$ cat config.mk
export PLATFORM = sky130hd
export DESIGN_NAME = silife_gen_scheduler
export DESIGN_NICKNAME = d
export VERILOG_FILES = /design/src/rtl/silife_sched_pkg.sv /design/src/rtl/silife_period_timer.sv /design/src/rtl/silife_gen_scheduler.sv
export SDC_FILE = /design/constraint.sdc
export NUM_CORES = 1
export LEC_CHECK = 0
export CELL_PAD_IN_SITES_DETAIL_PLACEMENT = 0
export CELL_PAD_IN_SITES_GLOBAL_PLACEMENT = 1
export CORE_ASPECT_RATIO = 0.5
export CORE_MARGIN = 1.5
export CORE_UTILIZATION = 41
export CTS_CLUSTER_DIAMETER = 60
export CTS_CLUSTER_SIZE = 8
export DETAILED_ROUTE_END_ITERATION = 10
export PLACE_DENSITY = 0.8
export RECOVER_POWER = 25
export SLEW_MARGIN = 20
export SYNTH_ARGS = -nofsm -noshare
export SYNTH_HDL_FRONTEND = slang
export SYNTH_SLANG_ARGS = --single-unit
$ cat constraint.sdc
create_clock -name clk -period 2.77 [get_ports clk]
set_clock_uncertainty 0.05 [all_clocks]
set_input_delay 0.831 -clock clk [delete_from_list [all_inputs] [get_ports clk]]
set_output_delay 0.831 -clock clk [all_outputs]
set_load 0.005 [all_outputs]
$ cat src/rtl/silife_sched_pkg.sv
// Shared types and default sizing for the silife generation scheduler.
package silife_sched_pkg;

  typedef enum logic [1:0] {
    ST_IDLE = 2'd0,
    ST_STEP = 2'd1,
    ST_HOST = 2'd2
  } sched_state_e;

  localparam int unsigned PERIOD_W_DEF    = 16;
  localparam int unsigned GEN_W_DEF       = 16;
  localparam int unsigned TIMEOUT_CYC_DEF = 1024;

endpackage

$ cat src/rtl/silife_period_timer.sv
// Loadable down counter that paces generations; a load of zero is stored as one.
module silife_period_timer #(
  parameter int unsigned PERIOD_W = 16
) (
  input  logic                clk,
  input  logic                reset_n,
  input  logic                load_i,
  input  logic [PERIOD_W-1:0] load_val_i,
  input  logic                dec_i,
  output logic                le1_o
);

  localparam logic [PERIOD_W-1:0] ONE = PERIOD_W'(1);

  logic [PERIOD_W-1:0] cnt_q;
  logic [PERIOD_W-1:0] load_val;

  assign load_val = (load_val_i == '0) ? ONE : load_val_i;
  assign le1_o    = (cnt_q[PERIOD_W-1:1] == '0);

  always_ff @(posedge clk or negedge reset_n) begin
    if (!reset_n) begin
      cnt_q <= '0;
    end else if (load_i) begin
      cnt_q <= load_val;
    end else if (dec_i && !le1_o) begin
      cnt_q <= cnt_q - ONE;
    end
  end

endmodule

$ cat src/rtl/silife_gen_scheduler.sv
// Generation scheduler: paces grid steps, arbitrates grid ownership with the host
// loader, counts completed generations and flags engine timeouts.
module silife_gen_scheduler
  import silife_sched_pkg::*;
#(
  parameter int unsigned PERIOD_W    = PERIOD_W_DEF,
  parameter int unsigned GEN_W       = GEN_W_DEF,
  parameter int unsigned TIMEOUT_CYC = TIMEOUT_CYC_DEF
) (
  input  logic                clk,
  input  logic                reset_n,
  input  logic                enable,
  input  logic                single_step,
  input  logic [PERIOD_W-1:0] period,
  input  logic                host_req,
  output logic                host_gnt,
  output logic                step_start,
  input  logic                step_done,
  output logic                busy,
  output logic [GEN_W-1:0]    gen_count,
  output logic                err_timeout
);

  localparam int unsigned TMO_W = (TIMEOUT_CYC > 2) ? $clog2(TIMEOUT_CYC) : 1;
  localparam logic [TMO_W-1:0] TMO_LAST = TMO_W'(TIMEOUT_CYC - 1);

  sched_state_e     state_q, state_d;
  logic             ss_pend_q, ss_pend_d;
  logic [TMO_W-1:0] tmo_q, tmo_d;
  logic [GEN_W-1:0] gen_q, gen_d;
  logic             err_q, err_d;
  logic             host_gnt_q, host_gnt_d;
  logic             step_start_q, step_start_d;
  logic             busy_q, busy_d;

  logic tmr_load, tmr_dec, tmr_le1;
  logic fire, fire_now;

  silife_period_timer #(
    .PERIOD_W (PERIOD_W)
  ) u_timer (
    .clk        (clk),
    .reset_n    (reset_n),
    .load_i     (tmr_load),
    .load_val_i (period),
    .dec_i      (tmr_dec),
    .le1_o      (tmr_le1)
  );

  // Free-run fires on pacing expiry; paused only a pending single-step fires.
  assign fire     = enable ? tmr_le1 : ss_pend_q;
  assign fire_now = (state_q == ST_IDLE) && !host_req && fire;

  always_comb begin
    state_d  = state_q;
    tmo_d    = tmo_q;
    gen_d    = gen_q;
    err_d    = err_q;
    tmr_load = 1'b0;
    tmr_dec  = 1'b0;

    case (state_q)
      ST_IDLE: begin
        if (host_req) begin
          state_d = ST_HOST;
        end else if (fire) begin
          state_d = ST_STEP;
          tmo_d   = '0;
        end else if (enable) begin
          tmr_dec = 1'b1;
        end
      end
      ST_STEP: begin
        if (step_done) begin
          gen_d    = gen_q + GEN_W'(1);
          tmr_load = 1'b1;
          state_d  = host_req ? ST_HOST : ST_IDLE;
        end else if (tmo_q == TMO_LAST) begin
          err_d    = 1'b1;
          tmr_load = 1'b1;
          state_d  = ST_IDLE;
        end else begin
          tmo_d = tmo_q + TMO_W'(1);
        end
      end
      ST_HOST: begin
        if (!host_req) begin
          tmr_load = 1'b1;
          state_d  = ST_IDLE;
        end
      end
      default: state_d = ST_IDLE;
    endcase

    ss_pend_d    = enable ? 1'b0 : ((ss_pend_q && !fire_now) || single_step);
    host_gnt_d   = (state_d == ST_HOST);
    busy_d       = (state_d == ST_STEP);
    step_start_d = (state_q == ST_IDLE) && (state_d == ST_STEP);
  end

  always_ff @(posedge clk or negedge reset_n) begin
    if (!reset_n) begin
      state_q      <= ST_IDLE;
      ss_pend_q    <= 1'b0;
      tmo_q        <= '0;
      gen_q        <= '0;
      err_q        <= 1'b0;
      host_gnt_q   <= 1'b0;
      step_start_q <= 1'b0;
      busy_q       <= 1'b0;
    end else begin
      state_q      <= state_d;
      ss_pend_q    <= ss_pend_d;
      tmo_q        <= tmo_d;
      gen_q        <= gen_d;
      err_q        <= err_d;
      host_gnt_q   <= host_gnt_d;
      step_start_q <= step_start_d;
      busy_q       <= busy_d;
    end
  end

  assign host_gnt    = host_gnt_q;
  assign step_start  = step_start_q;
  assign busy        = busy_q;
  assign gen_count   = gen_q;
  assign err_timeout = err_q;

endmodule
==> summary.txt, run 1 <==
Timing
  – Hold slack: 0.4071 ns
  – Final Max Slew Viols: 0
  – Max Fclk: 398.1 MHz
  – Count of final setup violators: 0
  – Final Cycle Share: 90.69%
  – Tightest Pin Transition: 1.261 ns
  – Relative slew slack: 15.91%
  – Fin. Hold Viols: 0
  – RSZ-0062 raised after global routing: no
  – Final min period: 2.512 ns

Worst setup path
  – Critical R2R Capture: u_timer.cnt_q[10]
  – CP Max Fanout: 4
  – Critical Path RT: 2.93 ns
  – Max incr delay on CP: 0.56 ns
  – Most common cell on crit path: or4_1
  – Kind of end point of the critical path: flip-flop
  – Crit Reg-Reg Startpoint: state_q[1]
  – Setup CP Type: in2reg
  – Reg2Reg Depth: 6
  – R2R Setup Slk: 0.38 ns
  – Arr. time, crit path: 2.68 ns
  – Crit-path cells: clkdlybuf4s50_1, nand3b_1, or4_1, or4_1, a31oi_1
  – CP max stage cell: or4_1
  – Setup crit start kind: primary input

Worst hold path
  – WHS Path Cells: 1
  – Min-delay worst type: reg2reg
  – Min-delay src: err_timeout
  – Hold endpoint: err_timeout

Clocking
  – Clock Path Buffers: 2
  – Clock buffer count from CTS: 5
  – CTS tree: built
  – Resize count post-CTS: 0
  – Worst-skew pair later-pin latency: 0.29 ns
  – Root Buffer: clkbuf_16
  – H-tree depth: 2
  – CTS clk-pin slew, worst paths: 0.06 ns
  – Post-CTS Setup Inserts: 0
  – Clock sinks: 49
  – CTS Hold Bufs: 0

Drt
  – Routed length per instance: 14.20 microns
  – Via count: 2263
  – Post-route ant nets: 0
  – First drt pass iteration count: 4
  – Initial DRC Count: 74
  – DRT Wirelength: 6007 microns
  – Post-route DRC: 0
  – Routed vias/inst: 5.350

Final layout
  – Post-layout util: 55.61%
  – Most frequent cells in the layout: dfrtp_1 (49), clkdlybuf4s50_1 (40), nor2_1 (25), nand2_1 (23), xnor2_1 (16)
  – Fillers: 578
  – Fin nets: 363
  – Layout cells sized above 1: 9.254%
  – Synth-to-Final Area Change: 28.42%
  – Ant diodes: 0
  – Commonest non-fill, non-tap cell in the layout: dfrtp_1

Logic synthesis
  – Post-synth cell types: 43
  – Synthesized area: 2676 sq um
  – Avg Inst Size Synth: 9.627 sq um
  – Number of synthesized register bits: 49
  – Register area share after synthesis: 45.82%
  – Post-Syn Instances: 278
  – Post-synth EDFFs: 0
  – Share of synthesized registers carrying an async set or reset: 100.0%
  – Top FF cell, synth: dfrtp_1
  – Yosys Warn Count: 0
  – Syn nets: 307

Placed design
  – DPL Wire Length: 4610 microns
  – Final Wtd Congestion: 0.8390
  – Buffers on Ports: 41

Power
  – Sw Ratio: 34.40%
  – Combinational share of power: 32.3%
  – Pleak: 0.001410 uW
  – Sequential share of power: 43.6%
  – Clk pwr share: 24.1%
  – Net Sw Power: 836.1 uW
  – Power Dens Cells: 707.3 nW/um^2
  – Int Power: 1595 uW
  – Worst vdd ir: 0.2776 mV

Run status
  – Outcome: complete, no violations

Floorplan
  – Io pins: 42
  – Core area: 6181 sq um
  – Die Y-Extent: 60.13 microns
  – Die area: 7051 sq um
  – Die Width: 117.3 microns
  – Starting density of the core: 43.30%
  – Row Count: 20

Global routing
  – Antenna violations before repair: 0
  – Vias in the first global route: 2191
  – Largest net degree at the start of global routing: 23
  – Grt total ovfl: 0
  – First-pass GRT wire length: 9998 microns
  – Tot GR Track Use: 18.88%

Run
  – Max Cap Viol: 0
-- kinds of logic (layout without fill, tap and decap cells) --
logic type / after synthesis / count (layout) / share of synthesized area (%)
AO/OA/AOI/OAI: 64 / 64 / 15.80
XOR/XNOR: 26 / 26 / 8.508
adder cells (fa/ha/maj): 7 / 7 / 3.272
buffers and inverters: 18 / 75 / 2.571
flip-flops: 49 / 49 / 45.82
multiplexers: 1 / 1 / 0.4207
AND/OR/NAND/NOR: 113 / 113 / 23.61
-- cell type report --
cell class	instances	area [sq um]	area share (%)
sequential	49	1226	35.68
inverter	9	33.78	0.9829
tap	88	110.1	3.204
multi-input combinational	211	1388	40.37
timing repair buffer	58	540.5	15.73
clock buffer	6	128.9	3.750
clock inverter	2	10.01	0.2912
-- per-layer routing --
metal | vias to the layer above | part of all wire, % | track usage, %
met5 | - | 0 | 0
met3 | 6 | 2.6 | 5.172
met1 | 1100 | 49 | 24.40
met4 | 0 | 1.2 | 5.680
li1 | 1133 | - | -
met2 | 24 | 47 | 31.40
-- state kept, by name (all words and copies together) (netlist names) --
name and cells:
gen_count 16, u_timer.cnt_q 16, tmo_q 10, state_q 2, busy 1, err_timeout 1
host_gnt 1, ss_pend_q 1, step_start 1
-- Yosys cell counts (all sizes together) (2+ instances only) --
cell    instances  area share [%]
o211ai          4             1.1
and3            6             1.4
o31a            3            0.98
clkbuf          8             1.1
o41ai           3            0.98
ha              7             3.3
xnor2          16             5.2
nor3            5            0.93
nor4            9             2.9
and2            2            0.47
nand4           7             2.2
nand3b          3            0.84
nand2          23             3.2
or4             5             1.4
nand2b          8             1.9
xor2           10             3.3
nor2           25             3.5
o21ai          12             2.2
o31ai           9             2.5
a21boi          2            0.56
a311oi          2            0.65
inv             9             1.3
dfrtp          49              46
a21oi          14             2.6
and4            2            0.65
nand3          12             2.2
a31oi           6             1.4
o21a            5             1.4
-- through the flow --
| stage | total power (uW) | worst slack (ns) | area, sq um | TNS (ns) | instances |
|---|---|---|---|---|---|
| after floorplan | 1534 | 0.5052 | 2676 | 0 | 278 |
| after global placement | 1839 | 0.02831 | 3303 | 0 | 415 |
| after detailed placement | 1858 | -0.05477 | 3303 | -0.07738 | 415 |
| after CTS | 2456 | 0.2728 | 3442 | 0 | 423 |
| after global routing | 2617 | 0.1307 | 3437 | 0 | 423 |
| final | 2431 | 0.2578 | 3437 | 0 | 423 |
-- how the worst max path moves through the flow --
stage / start / endpoint / slack [ns]
6_report: host_req / u_timer.cnt_q[10] / 0.26
5_1_grt: enable / tmo_q[8] / 0.13
4_1_cts: host_req / u_timer.cnt_q[10] / 0.27
2_1_floorplan: host_req / u_timer.cnt_q[10] / 0.51
3_3_place_gp: host_req / u_timer.cnt_q[10] / 0.03
3_5_place_dp: host_req / u_timer.cnt_q[10] / -0.05
-- critical path: cells and delay by family --
family / cells / cell delay, ns
AO/OA/AOI/OAI: 1 / 0.17
AND/OR/NAND/NOR: 3 / 1.25
buffers and inverters: 1 / 0.42
-- power groups by stage --
stage          sequential (uW)  combinational, uW  clock [uW]
2_1_floorplan             1030                503           0
3_3_place_gp              1060                776           0
3_5_place_dp              1060                794           0
4_1_cts                   1060                794         605
5_1_grt                   1080                887         647
6_report                  1060                786         586
No activity file was read; power rests on OpenSTA's default activity.
==> run 2: changes to the inputs <==
--- a/config.mk
+++ b/config.mk
@@ -15,6 +15,7 @@
 export DETAILED_ROUTE_END_ITERATION = 10
 export PLACE_DENSITY = 0.8
 export RECOVER_POWER = 25
+export SKIP_CTS_REPAIR_TIMING = 1
 export SLEW_MARGIN = 20
 export SYNTH_ARGS = -nofsm -noshare
 export SYNTH_HDL_FRONTEND = slang
==> results of run 2 <==
The final DEF is identical to that of run 1; final timing and power are the same.
==> run 3: changes to the inputs <==
--- a/config.mk
+++ b/config.mk
@@ -16,6 +16,7 @@
 export PLACE_DENSITY = 0.8
 export RECOVER_POWER = 25
 export SKIP_CTS_REPAIR_TIMING = 1
+export SKIP_LAST_GASP = 1
 export SLEW_MARGIN = 20
 export SYNTH_ARGS = -nofsm -noshare
 export SYNTH_HDL_FRONTEND = slang
==> constraint.sdc (replaced) <==
create_clock -name clk -period 2.6 [get_ports clk]
set_clock_uncertainty 0.05 [all_clocks]
set_input_delay 0.78 -clock clk [delete_from_list [all_inputs] [get_ports clk]]
set_output_delay 0.78 -clock clk [all_outputs]
set_load 0.005 [all_outputs]
==> run 3 against run 2 <==
Effect of this change: core utilization is 0.97 points higher; sequential cell count stayed put; final area is 1.7% higher; critical path type unchanged; highest routed layer unchanged.
==> summary.txt, run 3 (same netlist as run 1, synthesis figures left out) <==
Run status
  – Outcome: complete, no violations

Run
  – Max Cap Viol: 0 (unchanged)

Worst setup path
  – R2R Setup Slk: 0.27 ns (-0.11 ns)
  – Max incr delay on CP: 0.55 ns (about the same)
  – Reg2Reg Depth: 5 (-1)
  – Arr. time, crit path: 2.61 ns (-0.07 ns)
  – Buf/Inv on CP: 1 (unchanged)
  – Critical R2R Capture: tmo_q[6]
  – Setup crit start kind: primary input
  – Critical Path RT: 2.76 ns (-0.17 ns)
  – Crit path to: u_timer.cnt_q[10]
  – CP Launch Point: host_req
  – Most common cell on crit path: or4_1
  – Critical Path Stages: 5 (unchanged)
  – CP Max Fanout: 4 (unchanged)
  – Crit Reg-Reg Startpoint: u_timer.cnt_q[9]
  – CP max stage cell: or4_1
  – Crit-path cells: clkdlybuf4s50_1, nand3b_1, or4_1, or4_1, a31oi_1
  – Kind of end point of the critical path: flip-flop
  – CP top delay family: simple AND/OR/NAND/NOR gates
  – Setup CP Type: in2reg

Global routing
  – Grt total ovfl: 0 (unchanged)
  – Tot GR Track Use: 18.74% (-0.15 points)
  – First-pass GRT wire length: 10140 microns (+1.5%)
  – Vias in the first global route: 2219 (+1.3%)
  – Antenna violations before repair: 0 (unchanged)
  – Largest net degree at the start of global routing: 23 (unchanged)

Final layout
  – Most frequent cells in the layout: dfrtp_1 (49), clkdlybuf4s50_1 (40), nor2_1 (25), nand2_1 (23), buf_4 (18)
  – Fin nets: 366 (+0.83%)
  – Layout cells sized above 1: 10.36% (+1.1 points)
  – Area of the multi-input gates: 1388 sq um (unchanged)
  – Ant diodes: 0 (unchanged)
  – Commonest non-fill, non-tap cell in the layout: dfrtp_1
  – Synth-to-Final Area Change: 30.67%
  – Register area: 1226 sq um (unchanged)
  – Fillers: 579 (+0.17%)

Floorplan
  – Die area: 7051 sq um (unchanged)
  – Die Width: 117.3 microns (unchanged)
  – Starting density of the core: 43.30% (unchanged)
  – Io pins: 42 (unchanged)
  – Core area: 6181 sq um (unchanged)
  – Row Count: 20 (unchanged)
  – Die Y-Extent: 60.13 microns (unchanged)

Clocking
  – H-tree depth: 2 (unchanged)
  – Worst-skew pair later-pin latency: 0.29 ns (about the same)
  – Root Buffer: clkbuf_16
  – Clock buffer count from CTS: 5 (unchanged)
  – CTS tree: built
  – CTS clk-pin slew, worst paths: 0.06 ns (about the same)
  – Clock Path Buffers: 2 (unchanged)
  – Clock sinks: 49 (unchanged)

Timing
  – RSZ-0062 raised after global routing: no
  – Final min period: 2.453 ns
  – Tightest Pin Transition: 1.002 ns (-0.2591 ns)
  – Max Fclk: 407.6 MHz
  – Final Cycle Share: 94.35%
  – Fin. Hold Viols: 0 (unchanged)
  – Hold slack: 0.4082 ns (+0.001140 ns)
  – Final Max Slew Viols: 0 (unchanged)
  – Count of final setup violators: 0 (unchanged)
  – Relative slew slack: 33.18% (+17 points)
  – Setup TNS: 0 ns (unchanged)

Drt
  – Post-route DRC: 0 (unchanged)
  – Post-route ant nets: 0 (unchanged)
  – DRT Wirelength: 6134 microns (+2.1%)
  – Routed vias/inst: 5.394 (+0.83%)
  – Via count: 2298 (+1.5%)
  – Initial DRC Count: 87 (+18%)
  – First drt pass iteration count: 5 (+1)
  – Routed length per instance: 14.40 microns (+1.4%)

Power
  – Sequential share of power: 41.3% (-2.3 points)
  – Power Dens Cells: 781.8 nW/um^2 (+11%)
  – Combinational share of power: 31.1% (-1.2 points)
  – Clk pwr share: 27.6% (+3.5 points)
  – Worst vdd ir: 0.2700 mV (-2.7%)
  – Int Power: 1827 uW (+15%)
  – Sw Ratio: 33.17% (-1.2 points)
  – Net Sw Power: 906.8 uW (+8.5%)
  – Pleak: 0.001436 uW (+1.9%)

Placed design
  – DPL Wire Length: 4568 microns (-0.92%)
  – Buffers on Ports: 41 (unchanged)
  – Final Wtd Congestion: 0.8775 (+4.6%)

Worst hold path
  – Min-delay worst type: reg2reg
==> run 3: cell types whose count changed in the layout (fill, tap and decap cells not counted), sizes merged <==
cell / delta
clkinvlp: +1
clkinv: -2
buf: +3
bufinv: +1
==> run 3: worst min-delay path by stage <==
stage                 from           endpoint  slack (ns)  cells past startpoint
3_3_place_gp   err_timeout        err_timeout        0.39                      1
6_report       err_timeout        err_timeout        0.41                      1
4_1_cts            reset_n  u_timer.cnt_q[11]        0.38                      1
5_1_grt        err_timeout        err_timeout        0.43                      1
2_1_floorplan  err_timeout        err_timeout        0.40                      1
3_5_place_dp   err_timeout        err_timeout        0.40                      1
==> run 3: cell type report <==
type                       instances  area share (%)
clock buffer                       6           3.971
sequential                        49           35.06
tap                               88           3.148
clock inverter                     2           1.073
multi-input combinational        211           39.68
inverter                           9          0.9660
timing repair buffer              61           16.10
==> run 3: layer usage <==
layer	global-route usage (%)	up-vias	share of wire, %
met3	4.564	9	3.6
met1	23.74	1108	49
met5	0	-	0
met2	32.39	47	46
met4	5.164	0	1.1
li1	-	1134	-
==> run 3: through the flow <==
step	utilization (%)	setup slack (ns)	area (sq um)	total power, uW	instances
floorplan	-	0.3862	2676	1634	278
global placement	53.81	-0.08726	3326	1960	418
detailed placement	53.81	-0.1295	3326	1989	418
CTS	56.66	0.1625	3502	2758	426
global route	56.58	0.06381	3497	2916	426
finish	56.58	0.1468	3497	2734	426
==> run 3: power groups by stage <==
stage	registers [uW]	logic [uW]	clock network [uW]
after floorplan	1100	536	0
after global placement	1130	826	0
after detailed placement	1140	848	0
after CTS	1130	855	774
after global routing	1150	957	806
final	1130	850	755
==> run 3: worst reg2reg max path, stage by stage (launching register included) <==
cell      delay, ns
dfrtp_1        0.42
nor4_1         0.51
nand4_4        0.20
o31a_1         0.37
nand2b_1       0.30
o41ai_1        0.35
==> variant 1: new RTL, config.mk and constraints of run 1 <==
Register the output `gen_count` once more; this adds one clock of latency there. The other outputs are not delayed to match.
--- a/src/rtl/silife_gen_scheduler.sv
+++ b/src/rtl/silife_gen_scheduler.sv
@@ -123,7 +123,9 @@
   assign host_gnt    = host_gnt_q;
   assign step_start  = step_start_q;
   assign busy        = busy_q;
-  assign gen_count   = gen_q;
+  always_ff @(posedge clk) begin
+    gen_count <= gen_q;
+  end
   assign err_timeout = err_q;
 
 endmodule
Formal check against the unedited RTL: not equivalent (a bounded check fails within 4 cycles, from zero or initial values and one cycle with reset_n low).
==> variant 1 against run 1 <==
First-iteration DRC count grew 65%; total power is 37% higher; global-route usage shrank 0.28 points; die area increased by 11%; synthesized cell count up 6.8%; routed wire length up 7.1%; sequential power is 22% higher; sequential cell count rose by 16; critical endpoint is now tmo_q[2]; setup slack improved by 0.12 ns; clock power rose by 120%; final area increased by 14%; area after synthesis is 12% higher; core utilization increased by 1.3 points; largest power group is now clock.
==> variant 1: results (changes against run 1) <==
outcome:
  status: "finished clean"
place:
  placedCellCount: 432  # +4.1%
  pre_cts_ws_ns: 0.0469  # +0.102 ns
  placed_cell_area_um2: 3560  # +7.8%
  dp_hpwl_mm: 4.66  # +1.0%
cells_and_area:
  nClkBuffers: 10  # +4
  multiInputGateArea_um2: 1370  # -1.3%
  nNetsFinal: 380  # +4.7%
  inverters: 10  # +1
  fill_cells: 605  # +4.7%
  clkCellAreaFrac_pct: 8.82  # +4.8 points
  buffer_area_share_pct: 12.5  # -3.2 points
  buffers: 51  # -12%
  final_cells: 448  # +5.9%
  seqCellArea_um2: 1550  # +26%
  postLayoutCoreUtil_pct: 56.9  # +1.3 points
  n_sequential_cell: 65  # +33%
yosys:
  yosys-top-cells-area: "dfrtp_1 41%, dfxtp_1 11%, xnor2_1 4.7%"
  syn_nets: 326  # +6.2%
  synthArstFlopShare_pct: 75.4  # -25 points
  avgSynthCellArea_um2: 10.1  # +4.5%
  ys_seq_area_share_pct: 51.7  # +5.9 points
  yosysUniqueCellTypes: 46  # +7.0%
clocking:
  worstSkewPairLatency_ns: 0.33  # +0.04 ns
  h-tree-depth: 3  # +1
  numCtsBuffers: 9  # +4
grt:
  grt_pass1_vias: 2386  # +8.9%
  grt_pass1_wl_mm: 11.1  # +11%
  grt_util_all_layers_pct: 18.6  # -0.28 points
floorplan:
  rows: 21  # +5.0%
setup_path:
  reg2reg_depth: 7  # +1
  cp_slowest_cell: "dfrtp_1"
  critical-path-top-delay-family: "compound AO/OA/AOI/OAI gates"
  path_max_fanout: 11  # +7
  endpoint: "tmo_q[2]"
  critPathLaunchType: "flip-flop"
power_and_ir_drop:
  ir_drop_mv: 0.330  # +19%
  p_leak_nw: 1.62  # +15%
  power.internal_mw: 2.33  # +46%
drt:
  vias: 2393  # +5.7%
  drtIter0Drc: 122  # +65%
  wl_per_cell_um: 14.4  # +1.1%
-- variant 1: changes by cell type after synthesis, moves of 5 or more --
cell,run 1,this run
nor2_1,25,16
dfxtp_1,0,16
o21ai_0,12,2
a21oi_1,14,5
o21ai_1,0,21
nand2_1,23,35
nand4_1,6,11
nand2b_1,8,3
-- variant 1: layer usage --
metal	GRT usage [%]	part of all wire, %	wire (µm)
met5	0	0	0
met4	7.61	1.3	86
met3	6.70	5.0	322
met2	29.4	46	2980
met1	23.1	47	3050
-- variant 1: cell families (layout without fill, tap and decap cells) --
logic type               count (synthesis)  in the layout  share of synthesized area (%)
XOR/XNOR                                29             29                           8.50
AND/OR/NAND/NOR                        119            119                           21.1
multiplexers                             2              2                          0.712
AO/OA/AOI/OAI                           57             57                           12.6
adder cells (fa/ha/maj)                  7              7                           2.93
buffers and inverters                   18             77                           2.43
flip-flops                              65             65                           51.7
-- variant 1: worst min-delay path by stage --
stage	start	endpoint	slack [ns]	depth (start not counted)
2_1_floorplan	gen_q[15]	gen_count[15]	0.32	0
3_3_place_gp	gen_q[15]	gen_count[15]	0.33	0
3_5_place_dp	gen_q[15]	gen_count[15]	0.33	0
4_1_cts	gen_q[15]	gen_count[15]	0.34	0
5_1_grt	gen_q[15]	gen_count[15]	0.35	0
6_report	gen_q[15]	gen_count[15]	0.34	0
-- variant 1: power by group through the flow --
stage	clock network (mW)	logic (mW)	registers [mW]
floorplan	0	0.510	1.26
global placement	0	0.717	1.29
detailed placement	0	0.742	1.30
CTS	1.33	0.746	1.29
global route	1.38	0.841	1.31
finish	1.31	0.744	1.29
-- variant 1: worst reg2reg max path: cells and delay by family, from the launching register on --
kind / cells / cell delay (ns)
compound gates: 3 / 0.69
simple gates: 2 / 0.56
flops: 1 / 0.46
fa+ha+maj: 1 / 0.40
buf+inv: 1 / 0.12
==> variant 2: new RTL, settings of run 1 <==
Without the edit above. The package constant `TIMEOUT_CYC_DEF` goes from 1024 to 2048.
--- a/src/rtl/silife_sched_pkg.sv
+++ b/src/rtl/silife_sched_pkg.sv
@@ -9,7 +9,7 @@
 
   localparam int unsigned PERIOD_W_DEF    = 16;
   localparam int unsigned GEN_W_DEF       = 16;
-  localparam int unsigned TIMEOUT_CYC_DEF = 1024;
+  localparam int unsigned TIMEOUT_CYC_DEF = 2048;
 
 endpackage
 
Formal check against the unedited RTL: no difference found for any inputs over 10 cycles, from zero or initial values and one cycle with reset_n low; that may be too few to reach the edited logic, so the function may still have changed.
==> variant 2 against run 1 <==
First-iteration DRC count grew 54%; setup slack gained 0.080 ns; area after synthesis grew 5.7%; final area grew 2.1%; routed wire length grew 3.1%; sequential cell count grew 1; total power shrank 2.3%; hold slack gained 0.032 ns; largest cell class unchanged; highest routed layer unchanged.
==> variant 2: results (changes against run 1) <==
setup_path:
  path_max_fanout: 7  # +3
  crit_start: "enable"
  cp_slowest_cell: "clkdlybuf4s50_1"
  crit_arrival_ns: 2.55  # -0.13 ns
  r2r_end: "gen_count[9]"
  reg2reg_depth: 7  # +1
place:
  dp_hpwl_mm: 4.66  # +1.2%
  placed_cell_area_um2: 3390  # +2.6%
  gp_congestion: 0.833  # -0.75%
grt:
  grt_pass1_wl_mm: 10.3  # +3.4%
  grt_max_degree: 27  # +17%
  grt_util_all_layers_pct: 17.7  # -1.2 points
  grt_pass1_vias: 2228  # +1.7%
yosys:
  yosys-top-cells-count: "50 x dfrtp_1, 25 x nor2_1, 18 x a21oi_1, 18 x nand2_1, 16 x xnor2_1"
  ys_seq_area_share_pct: 44.2  # -1.6 points
  syn_nets: 315  # +2.6%
  yosysUniqueCellTypes: 56  # +30%
outcome:
  status: "finished clean"
power_and_ir_drop:
  ir_drop_mv: 0.415  # +50%
  p_leak_nw: 1.42  # +0.50%
worst_hold_path:
  hold_end: "gen_count[12]"
  hold_path.startpoint: "gen_count[12]"
drt:
  drtIter0Drc: 114  # +54%
  wl_per_cell_um: 14.5  # +1.9%
  post_drt_via_cell_ratio: 5.53  # +3.3%
clocking:
  ctsResizeCount: 0  # unchanged
  h-tree-depth: 2  # unchanged
  clk_pin_slew_worst_paths_ns: 0.07
cells_and_area:
  fill_cells: 620  # +7.3%
timing:
  tightest_slew_ns: 1.45  # +0.188 ns
[variant 2: worst max-delay path, delay by kind of cell]
kind,cells,cell delay (ns)
AO/OA/AOI/OAI,1,0.09
XOR/XNOR,1,0.17
buffers and inverters,1,0.55
AND/OR/NAND/NOR,3,0.91
[variant 2: metal layers]
metal / global-route usage, % / vias to the layer above / share of wire, % / routed length (µm)
li1: - / 1166 / - / -
met3: 4.20 / 4 / 4.2 / 262
met2: 30.0 / 55 / 46 / 2840
met5: 0 / - / 0 / 0
met4: 4.20 / 0 / 0.82 / 51
met1: 23.8 / 1140 / 49 / 3040
[variant 2: cell type report]
| class | instances | area, µm² | share of cell area, % |
|---|---|---|---|
| inverter | 8 | 30.0 | 0.856 |
| clock inverter | 1 | 7.51 | 0.214 |
| clock buffer | 6 | 129 | 3.67 |
| sequential | 50 | 1250 | 35.7 |
| timing repair buffer | 53 | 492 | 14.0 |
| tap | 92 | 115 | 3.28 |
| multi-input combinational | 218 | 1490 | 42.3 |
[variant 2: report_power, final]
group	internal, mW	switching [mW]	leakage (nW)
clock network	0.330	0.255	0.0629
logic	0.331	0.348	0.708
registers	0.896	0.216	0.646
[variant 2: cell families after synthesis]
group	synth area share [%]
AND/OR/NAND/NOR	26.5
AO/OA/AOI/OAI	13.7
flip-flops	44.2
XOR/XNOR	8.36
buffers and inverters	3.27
adder cells (fa/ha/maj)	3.10
multiplexers	0.796
[variant 2: worst max-delay path by stage]
stage / end / slack [ns] / cells past startpoint
2_1_floorplan: u_timer.cnt_q[11] / 0.67 / 5
3_3_place_gp: u_timer.cnt_q[11] / 0.12 / 7
3_5_place_dp: u_timer.cnt_q[12] / 0.10 / 6
4_1_cts: u_timer.cnt_q[12] / 0.34 / 6
5_1_grt: u_timer.cnt_q[5] / 0.11 / 2
6_report: u_timer.cnt_q[12] / 0.34 / 6
[variant 2: stage by stage]
stage	hold WS (ns)	util, %	instances	setup slack, ns
6_report	0.440	52.6	428	0.338
5_1_grt	0.456	52.6	428	0.106
4_1_cts	0.441	52.8	428	0.335
3_5_place_dp	0.431	50.8	421	0.104
3_3_place_gp	0.412	50.8	421	0.117
2_1_floorplan	0.418	-	286	0.671
